==> config.mk <==
export PLATFORM = sky130hd
export DESIGN_NAME = mul_iter_seq_flat
export DESIGN_NICKNAME = d
export VERILOG_FILES = /design/src/rtl/mul_iter_seq_if.sv /design/src/rtl/mul_iter_seq.sv /design/src/flat_wrapper.sv
export SDC_FILE = /design/constraint.sdc
export NUM_CORES = 1
export LEC_CHECK = 0
export ABC_AREA = 1
export BUFFER_PORTS_ARGS = -buffer_cell sky130_fd_sc_hd__buf_4
export CAP_MARGIN = 20
export CORE_MARGIN = 2
export CORE_UTILIZATION = 40
export CTS_CLUSTER_SIZE = 28
export DETAILED_ROUTE_END_ITERATION = 12
export PLACE_DENSITY_LB_ADDON = 0.25
export SLEW_MARGIN = 25
export SYNTH_ARGS = -nofsm -noshare
export SYNTH_HDL_FRONTEND = slang
export SYNTH_SLANG_ARGS = --single-unit
==> constraint.sdc <==
create_clock -name clk -period 2.7 [get_ports clk]
set_input_delay 0.135 -clock clk [delete_from_list [all_inputs] [get_ports clk]]
set_output_delay 0.135 -clock clk [all_outputs]
set_load 0.05 [all_outputs]
==> src/rtl/mul_iter_seq_if.sv <==
// Operand/product handshake bundle for mul_iter_seq.
//   in_valid/in_ready/a/b        : operand pair channel (master -> slave)
//   out_valid/out_ready/p        : product channel (slave -> master)
//   busy                         : sequencer is in CALC or DONE
interface mul_iter_seq_if #(
    parameter int unsigned WIDTH = 16
);
    logic                 in_valid;
    logic                 in_ready;
    logic [WIDTH-1:0]     a;
    logic [WIDTH-1:0]     b;
    logic                 out_valid;
    logic                 out_ready;
    logic [2*WIDTH-1:0]   p;
    logic                 busy;

    modport master (
        output in_valid, a, b, out_ready,
        input  in_ready, out_valid, p, busy
    );

    modport slave (
        input  in_valid, a, b, out_ready,
        output in_ready, out_valid, p, busy
    );
endinterface

==> src/rtl/mul_iter_seq.sv <==
// Iterative WIDTH x WIDTH unsigned multiplier that time-multiplexes one
// external combinational 4x4 multiplier over all digit pairs.
//   clk, rst        : clock, synchronous active-high reset
//   bus (slave)     : operand/product valid-ready handshake, busy flag
//   mul_a, mul_b    : digits driven to the shared 4x4 multiplier
//   mul_c           : 8-bit product returned by the shared multiplier
module mul_iter_seq #(
    parameter int unsigned WIDTH      = 16,
    parameter bit          EARLY_ZERO = 1'b1
) (
    input  logic                clk,
    input  logic                rst,
    mul_iter_seq_if.slave       bus,
    output logic [3:0]          mul_a,
    output logic [3:0]          mul_b,
    input  logic [7:0]          mul_c
);
    localparam int unsigned N  = WIDTH / 4;
    localparam int unsigned PW = 2 * WIDTH;
    localparam int unsigned CW = (N > 1) ? $clog2(N) : 1;

    typedef enum logic [1:0] {
        IDLE = 2'd0,
        CALC = 2'd1,
        DONE = 2'd2
    } state_t;

    state_t             state_q;
    logic [WIDTH-1:0]   ra_q;
    logic [WIDTH-1:0]   rb_q;
    logic [PW-1:0]      acc_q;
    logic [PW-1:0]      p_q;
    logic [CW-1:0]      i_q;
    logic [CW-1:0]      j_q;
    logic               in_ready_q;
    logic               out_valid_q;
    logic               busy_q;

    logic [CW:0]        sum_ij;
    logic [PW-1:0]      term;
    logic               i_last;
    logic               j_last;
    logic               zero_op;

    // Digit pair for the shared multiplier; held at zero outside CALC.
    always_comb begin
        mul_a = 4'd0;
        mul_b = 4'd0;
        if (state_q == CALC) begin
            mul_a = ra_q[{i_q, 2'b00} +: 4];
            mul_b = rb_q[{j_q, 2'b00} +: 4];
        end
    end

    // Partial product weighted by 16^(i+j).
    assign sum_ij  = {1'b0, i_q} + {1'b0, j_q};
    assign term    = PW'(mul_c) << {sum_ij, 2'b00};
    assign i_last  = (i_q == CW'(N - 1));
    assign j_last  = (j_q == CW'(N - 1));
    assign zero_op = EARLY_ZERO && ((bus.a == '0) || (bus.b == '0));

    // Sequencer: accept, walk digit pairs (j inner, i outer), hold result.
    always_ff @(posedge clk) begin
        if (rst) begin
            state_q     <= IDLE;
            ra_q        <= '0;
            rb_q        <= '0;
            acc_q       <= '0;
            p_q         <= '0;
            i_q         <= '0;
            j_q         <= '0;
            in_ready_q  <= 1'b1;
            out_valid_q <= 1'b0;
            busy_q      <= 1'b0;
        end else begin
            case (state_q)
                IDLE: begin
                    if (bus.in_valid) begin
                        ra_q       <= bus.a;
                        rb_q       <= bus.b;
                        acc_q      <= '0;
                        i_q        <= '0;
                        j_q        <= '0;
                        in_ready_q <= 1'b0;
                        busy_q     <= 1'b1;
                        if (zero_op) begin
                            p_q         <= '0;
                            out_valid_q <= 1'b1;
                            state_q     <= DONE;
                        end else begin
                            state_q <= CALC;
                        end
                    end
                end
                CALC: begin
                    acc_q <= acc_q + term;
                    if (j_last) begin
                        j_q <= '0;
                        if (i_last) begin
                            i_q         <= '0;
                            p_q         <= acc_q + term;
                            out_valid_q <= 1'b1;
                            state_q     <= DONE;
                        end else begin
                            i_q <= i_q + CW'(1);
                        end
                    end else begin
                        j_q <= j_q + CW'(1);
                    end
                end
                DONE: begin
                    if (bus.out_ready) begin
                        out_valid_q <= 1'b0;
                        busy_q      <= 1'b0;
                        in_ready_q  <= 1'b1;
                        state_q     <= IDLE;
                    end
                end
                default: begin
                    state_q     <= IDLE;
                    in_ready_q  <= 1'b1;
                    out_valid_q <= 1'b0;
                    busy_q      <= 1'b0;
                end
            endcase
        end
    end

    assign bus.in_ready  = in_ready_q;
    assign bus.out_valid = out_valid_q;
    assign bus.p         = p_q;
    assign bus.busy      = busy_q;
endmodule
==> src/flat_wrapper.sv <==
// flat-port wrapper written by rule: the top's interface ports become plain ports
module mul_iter_seq_flat 
#(
    parameter int unsigned WIDTH      = 16,
    parameter bit          EARLY_ZERO = 1'b1
)
  (clk, rst, mul_a, mul_b, mul_c, bus_in_valid, bus_a, bus_b, bus_out_ready, bus_in_ready, bus_out_valid, bus_p, bus_busy);
  mul_iter_seq_if #(.WIDTH(WIDTH)) bus_i ();
  input  logic clk;
  input  logic rst;
  output logic [3:0] mul_a;
  output logic [3:0] mul_b;
  input  logic [7:0] mul_c;
  input wire logic [$bits(bus_i.in_valid)-1:0] bus_in_valid;
  input wire logic [$bits(bus_i.a)-1:0] bus_a;
  input wire logic [$bits(bus_i.b)-1:0] bus_b;
  input wire logic [$bits(bus_i.out_ready)-1:0] bus_out_ready;
  output wire logic [$bits(bus_i.in_ready)-1:0] bus_in_ready;
  output wire logic [$bits(bus_i.out_valid)-1:0] bus_out_valid;
  output wire logic [$bits(bus_i.p)-1:0] bus_p;
  output wire logic [$bits(bus_i.busy)-1:0] bus_busy;
  assign bus_i.in_valid = bus_in_valid;
  assign bus_i.a = bus_a;
  assign bus_i.b = bus_b;
  assign bus_i.out_ready = bus_out_ready;
  assign bus_in_ready = bus_i.in_ready;
  assign bus_out_valid = bus_i.out_valid;
  assign bus_p = bus_i.p;
  assign bus_busy = bus_i.busy;
  mul_iter_seq #(.WIDTH(WIDTH), .EARLY_ZERO(EARLY_ZERO)) u_core (.clk(clk), .rst(rst), .bus(bus_i), .mul_a(mul_a), .mul_b(mul_b), .mul_c(mul_c));
endmodule
Yosys cells after proc, flatten, opt, wreduce, memory -nomap -nowiden
Index checks and enable logic that the tools add are counted.

cells by class
  $add $sub $neg = 4
  equal/unequal tests = 9
  shifts and indexed selects = 3
  muxes and demuxes = 32
  bitwise gates (word level) = 1
  reduce and logical (&&, ||, !) cells = 12

operator list
  operator                                       count
  two-way mux 32 bit                             5
  case mux 32 bit (2 select lines)               2
  adder 32 bit                                   1
  logical NOT 16 bit                             2
  variable part select 16 x 5 -> 4 bit           2
  << shifter 8 x 5 -> 32 bit                     1
  two-way mux 2 bit                              9
  AND reduction 5 bit                            2
  case mux 1 bit (3 select lines)                3
  two-way mux 1 bit                              8
  two-way mux 4 bit                              2
  case mux 2 bit (2 select lines)                2
  == test 2 bit, second input constant           3
  != test 2 x 1 -> 1 bit, second input constant  3
  case mux 2 bit (3 select lines)                1
  AND reduction 3 bit                            2
  adder 2 x 1 -> 2 bit, second input constant    2
  != test 2 bit, second input constant           2
  AND reduction 2 bit                            2
  AND reduction 4 bit                            1
  adder 2 x 2 -> 3 bit                           1
  == test 2 x 1 -> 1 bit, second input constant  1
  logical NOT 2 bit                              1
  nonzero test 2 bit                             1
  2 further kinds                                2

storage, ports and cells
  register bits after elaboration = 105
  input port bits = 44

Depth between registers and ports, before layout
Gate-level depths: netlist (run 1).

  depth in word-level cells = 6
  depth in mapped cells = 20
  depth with buffers taken out = 20

Worst setup path before layout (run 1)
Ideal clock, no wire load.

  path kind = register to register
  start = register u_core.j_q[1]
  end = register u_core.acc_q[29]
  library setup time = 71 ps
  arrival time = 2,879 ps
  data required time = 2,629 ps
  path slack = -251 ps
  cell stages (with the launch flop) = 19
  period minus slack after synthesis = 2,951 ps
  cell sequence = dfxtp_1 inv_1 fa_1 inv_1 clkbuf_1 a31oi_1 nor2_1 ha_1 nand2_1 inv_1 nand2_1 inv_1 a21oi_1 nand2_1 nand2_1 nand2_1 nand2_1 nand3_1 a21oi_1

between the ends
  longest elaborated chain between the ends = 4

RTL lines
  what                              line                 text
  start: declaration                mul_iter_seq.sv:34   logic [CW-1:0] j_q;
  start signal: assignment          mul_iter_seq.sv:108  j_q <= j_q + CW'(1);
  adder 2 x 2 -> 3 bit              mul_iter_seq.sv:56   assign sum_ij = {1'b0, i_q} + {1'b0, j_q};
  << shifter 8 x 5 -> 32 bit        mul_iter_seq.sv:57   assign term = PW'(mul_c) << {sum_ij, 2'b00};
  adder 32 bit                      mul_iter_seq.sv:96   acc_q <= acc_q + term;
  case mux 32 bit (2 select lines)  mul_iter_seq.sv:76   case (state_q)
  end signal: assignment            mul_iter_seq.sv:96
  end: declaration                  mul_iter_seq.sv:31   logic [PW-1:0] acc_q;

No other way between the ends.
A chain may end at the register's enable or synchronous reset.

Final worst setup path (run 1)
  start = register u_core.j_q[0]
  end = register u_core.acc_q[14]

Same word-level chain as after synthesis.

==> results of run 1 <==
## layout by cell type, fill, tap and decap left out, drive strengths merged, types with 4 or more instances in the layout
cell type  synthesis  layout
nand4              6       6
nor2             210     210
clkbuf            18       9
ha                35      35
nand3             50      50
o22ai              4       4
o21ai             70      70
nand3b             4       4
a31oi              4       4
nor3              14      14
inv              163     164
buf               18     197
dfxtp            105     105
nand2            332     332
clkinv             1       5
a21oi             98      98
## final timing paths
path	slack (ns)	depth (start not counted)	to	start
worst max-delay path	-0.46	18	u_core.acc_q[14]	u_core.j_q[0]
worst min-delay path	0.03	3	u_core.rb_q[14]	bus_b[14]
worst min register to register	0.47	2	u_core.acc_q[14]	u_core.acc_q[14]
worst max register to register	-0.46	18	u_core.acc_q[14]	u_core.j_q[0]
## what timing repair did
| action | 4_1_cts | 5_1_grt |
|---|---|---|
| hold buffers | 0 | 0 |
| gates resized for setup | 48 | 216 |
| gates cloned | 1 | 0 |
| endpoints found under the setup margin | 61 | 62 |
| pin swaps | 15 | 78 |
| buffers inserted | 9 | 15 |
## stage by stage
step,setup TNS [ns],instance area [um2]
2_1_floorplan,-3.06,7050
3_3_place_gp,-21.70,8470
3_5_place_dp,-23.40,8470
4_1_cts,-15.67,9000
5_1_grt,-26.53,9940
6_report,-20.18,9940
## synth_stat cells, drive strengths merged (4+ instances only)
cell type and count:
a21oi 98, a31oi 4, buf 18, clkbuf 18, dfxtp 105, ha 35, inv 163, nand2 332
nand3 50, nand3b 4, nand4 6, nor2 210, nor3 14, o21ai 70, o22ai 4
## kinds of logic (layout without fill, tap and decap cells)
family	count (synthesis)	in the layout	share of synthesized area
fa+ha+maj	37	37	0.0690
simple gates	620	620	0.361
flops	105	105	0.303
compound gates	184	184	0.144
xor+xnor	2	2	0.00253
mux	3	3	0.00434
buf+inv	200	378	0.116
## flip-flops by register name, summed over array words and instances (netlist names)
register,count
u_core.rb_q,16
u_core.j_q,2
u_core.bus.p,32
u_core.acc_q,32
u_core.bus.in_ready,1
u_core.bus.out_valid,1
u_core.bus.busy,1
u_core.i_q,2
u_core.ra_q,16
u_core.state_q,2
## routing by layer
metal	global-route usage	vias up	wire length (um)
met5	0	-	0
met4	0.0810	0	677
met3	0.0382	50	1320
met2	0.398	234	11200
met1	0.327	3619	10500
li1	-	3954	-
## final cells by class
class,count,area (um2),area share
Clock buffer,9,225,0.0227
Clock inverter,7,73.8,0.00743
Inverter,164,629,0.0633
Multi-Input combinational cell,846,5100,0.513
Sequential cell,105,2100,0.212
Tap cell,225,282,0.0283
Timing Repair Buffer,197,1520,0.153
Timing Repair inverter,1,8.76,0.000881
## power by group through the flow
stage                     Sequential (mW)  Clock [mW]  Combinational [mW]
after floorplan                      2.95           0                2.40
after global placement               2.26           0                4.81
after detailed placement             2.26           0                4.85
after CTS                            2.24        1.38                5.15
after global routing                 2.32        1.42                6.45
final                                2.27        1.36                6.04
## worst min-delay path, cell delays in order
cell and delay, ns:
buf_4 0.08, o21ai_0 0.07, nor2_1 0.07
==> results.yml, run 1 <==
sta:
  fin_crit_ns: 3.16
  max_freq_ghz: 0.316
  setup_violations: 60
  hold-worst-slack_ns: 0.0271
  tightest_slew_ns: 0.552
  hold_viol: 0
  finalCritPeriodShare: 1.17
  fin_skew_ns: 0.0101
  setup_slack_ns: -0.463
  slew_headroom: 0.621
  finalMaxSlewViolations: 0
  rsz0062_at_grt: "yes"
route:
  wirelength_um: 23800
  drt-pass1-iter-count: 5
  routed_via_density: 5.06
  wl_per_cell_um: 15.3
  num_vias: 7857
  ant_nets: 0
  drc: 0
  first_iter_violations: 490
run_status:
  outcome: "finished, violations left"
  violations: "negative setup slack"
critical_path:
  critPathMostFrequentCell: "nand2_2"
  path_cells: "ha_4, inv_2, fa_2, buf_6, inv_8, nor2_4, a31oi_4, nor2_1, ha_1, nand2_1, nand2_2, inv_2, nand2_2, a21oi_2, nand2_2, a21oi_2, o21ai_4, a21oi_1"
  crit_slowest_cell: "fa_2"
  crit_arrival_ns: 3.47
  path_max_fanout: 6
  cp_num_buf_inv: 4
  critical_path_class: "register to register"
  critPathTopFamily: "adder cells"
  cp-end-kind: "register"
  worstPathRequired_ns: 3.00
  cpPeakStageDelay_ns: 0.64
  start_kind: "register"
synth:
  synth_largest_area_cell: "dfxtp_1"
  ys_seq_area_frac: 0.303
  netlist_area_um2: 6930
  postSynthCellCount: 1151
  synthFlopType: "dfxtp_1"
  yosys.area.top_type_share: 0.303
  ys_types: 39
  syn_area_per_cell_um2: 6.02
  async_reset_ff_frac: 0
  synth-edff-count: 0
  synth_nets: 1232
  synth_seq_cells: 105
  yosys_warnings: 0
  synth.area.top_cells: "dfxtp_1 (30%), nand2_1 (18%), nor2_1 (11%)"
global_route:
  grt_pass1_vias: 7000
  antenna_found_initial: 0
  grt_max_degree: 38
  grt_pass1_wl_um: 35200
  grt_overflow: 0
  grt.total_usage: 0.243
finish:
  n_antenna_cell: 0
  syn_to_final_growth_pct: 43.5
  fin_cells: 1554
  fill_cells: 1592
  final_util: 0.581
  drive_gt1_frac: 0.353
  num-nets-final: 1405
clocking:
  numCtsBuffers: 9
  htreeDepth: 3
  worstSkewPairLatency_ns: 0.37
  cts_tree: "built"
  clkTransAtPathRegs_ns: 0.08
  clock-root-buffer: "clkbuf_16"
  clock-sinks: 105
  cts_buffer_depth: 2
floorplanning:
  ios: 87
  dieWidth_um: 136
  die_y_um: 136
  core_um2: 17100
  die-area_um2: 18400
  rows: 48
  start_util: 0.405
placed_design:
  place_ws_ns: -0.502
  port_buffers: 86
  dp_cells: 1514
  gp_congestion: 0.899
  dp_hpwl_um: 16800
hold_path:
  hold_class: "input port to register"
power_and_ir_drop:
  p_clk_frac: 0.141
  power.total_mw: 9.67
  p_leak_nw: 4.73
  p_comb_frac: 0.624
  internal-power_mw: 4.92
  switchingPower_mw: 4.74
  p_seq_frac: 0.235
  ir_drop_mv: 0.575
  power_density_nw_per_um2: 972
  p_sw_frac: 0.491
job:
  maxCapViolCount: 0
No activity file was read; power rests on OpenSTA's default activity.
==> run 2: changes to the inputs <==
--- a/config.mk
+++ b/config.mk
@@ -13,6 +13,7 @@
 export CTS_CLUSTER_SIZE = 28
 export DETAILED_ROUTE_END_ITERATION = 12
 export PLACE_DENSITY_LB_ADDON = 0.25
+export REMOVE_ABC_BUFFERS = 1
 export SLEW_MARGIN = 25
 export SYNTH_ARGS = -nofsm -noshare
 export SYNTH_HDL_FRONTEND = slang
==> results.yml, run 2 (synthesis gave the netlist of run 1 again) <==
route:
  routed_via_density: 5.08
  drc: 0
  first_iter_violations: 534
  drt-pass1-iter-count: 5
  wirelength_um: 23700
  num_vias: 7901
  wl_per_cell_um: 15.2
  ant_nets: 0
sta:
  fin_crit_ns: 3.13
  setup_slack_ns: -0.425
  final.setup.tns_ns: -18.24
  fin_skew_ns: 0.00937
  rsz0062_at_grt: "yes"
  hold_viol: 0
  finalMaxSlewViolations: 0
  setup_violations: 58
  finalCritPeriodShare: 1.16
  tightest_slew_ns: 0.722
  max_freq_ghz: 0.320
  hold-worst-slack_ns: 0.0212
  slew_headroom: 0.518
critical_path:
  crit_slowest_cell: "fa_2"
  worst-r2r-setup-slack_ns: -0.43
  critPathTopFamily: "adder cells"
  worstPathRequired_ns: 3.01
  r2r_start: "u_core.j_q[0]"
  ff2ff_path_depth: 18
  path_cells: "ha_4, inv_2, fa_2, clkinv_4, nand2_8, buf_6, nor2_1, ha_1, nand2_2, inv_1, nand2_1, nand2_2, o21bai_4, nand2_2, nand3_2, nand2_2, nand3_2, a21oi_2"
  cp_num_buf_inv: 4
  r2r_end: "u_core.acc_q[24]"
  crit_arrival_ns: 3.43
  critical_path_class: "register to register"
  critPathMostFrequentCell: "nand2_2"
  cpPeakStageDelay_ns: 0.61
  cp-end-kind: "register"
  path_max_fanout: 7
  start_kind: "register"
floorplanning:
  core_um2: 17100
  dieWidth_um: 136
  die-area_um2: 18400
  die_y_um: 136
  ios: 87
  rows: 48
  start_util: 0.405
finish:
  multiInputGateArea_um2: 5430
  fill_cells: 1547
  syn_to_final_growth_pct: 49.1
  final_cell_mix: "nand2_1 (231), buf_4 (184), nor2_1 (167)"
  n_antenna_cell: 0
  drive_gt1_frac: 0.399
  num-nets-final: 1407
  seqCellArea_um2: 2100
  final_common_cell: "nand2_1"
  final_util: 0.603
  fin_cells: 1556
global_route:
  antenna_found_initial: 0
  grt_pass1_wl_um: 35200
  grt_pass1_vias: 7160
  grt_max_degree: 39
  grt_overflow: 0
  grt.total_usage: 0.243
job:
  maxCapViolCount: 0
placed_design:
  dp_hpwl_um: 16300
  dp_cells: 1523
  gp_congestion: 0.989
  port_buffers: 86
power_and_ir_drop:
  power.total_mw: 9.52
  p_leak_nw: 4.96
  ir_drop_mv: 0.469
  power_density_nw_per_um2: 922
clocking:
  clock-sinks: 105
  cts_tree: "built"
  htreeDepth: 3
  cts_buffer_depth: 2
  ctsHoldBuffers: 0
  clkTransAtPathRegs_ns: 0.08
  worstSkewPairLatency_ns: 0.37
  clock-root-buffer: "clkbuf_16"
  numCtsBuffers: 9
hold_path:
  hold_class: "input port to register"
  worst_hold_path.endpoint: "u_core.rb_q[5]"
  hold_depth: 3
  hold_start: "bus_b[5]"
run_status:
  outcome: "finished, violations left"
  violations: "negative setup slack"
[run 2: where the power goes]
part	internal [mW]	total (mW)	switching, mW
Combinational	2.24	5.94	3.70
Clock	0.655	1.36	0.702
Sequential	1.98	2.22	0.244
[run 2: worst reg2reg max path, stage by stage (launching register included)]
cell and delay [ns]:
dfxtp_2 0.36, ha_4 0.13, inv_2 0.03, fa_2 0.61, clkinv_4 0.16, nand2_8 0.12, buf_6 0.12, nor2_1 0.06
ha_1 0.38, nand2_2 0.15, inv_1 0.06, nand2_1 0.08, nand2_2 0.09, o21bai_4 0.21, nand2_2 0.09, nand3_2 0.08
nand2_2 0.08, nand3_2 0.10, a21oi_2 0.15
[run 2: metrics by stage]
step	setup WS [ns]	cell area (um2)
2_1_floorplan	-0.460	6740
3_3_place_gp	-0.593	8410
3_5_place_dp	-0.625	8410
4_1_cts	-0.322	9170
5_1_grt	-0.578	10300
6_report	-0.425	10300
[run 2: area by class of cell]
cell class | count | area share
well taps | 225 | 0.0273
clock inverters | 7 | 0.00690
clock buffers | 9 | 0.0218
repair buffers | 199 | 0.153
repair inverters | 1 | 0.00109
flip-flops and latches | 105 | 0.204
multi-input cells | 846 | 0.525
inverters | 164 | 0.0613
[run 2: metal layers]
metal,track usage,routed length [um],up-vias,share of wire
met4,0.0804,764,0,0.032
met5,0,0,-,0
li1,-,-,3962,-
met1,0.321,10300,3628,0.44
met3,0.0311,1370,50,0.058
met2,0.408,11200,261,0.47
[run 2: worst max-delay path by stage]
stage / start / end / slack (ns) / cells past startpoint
finish: u_core.j_q[0] / u_core.acc_q[24] / -0.43 / 18
global placement: u_core.i_q[0] / u_core.bus.p[16] / -0.59 / 20
global route: u_core.j_q[0] / u_core.acc_q[24] / -0.58 / 18
floorplan: u_core.j_q[0] / u_core.bus.p[16] / -0.46 / 20
CTS: u_core.j_q[0] / u_core.acc_q[16] / -0.32 / 20
detailed placement: u_core.j_q[0] / u_core.bus.p[16] / -0.63 / 20
[run 2: timing repair]
item                                    CTS  global route
pin swaps                                16            80
gates resized for setup                 118           269
setup buffers                             8            10
gates cloned                              0             1
endpoints found under the setup margin   61            61
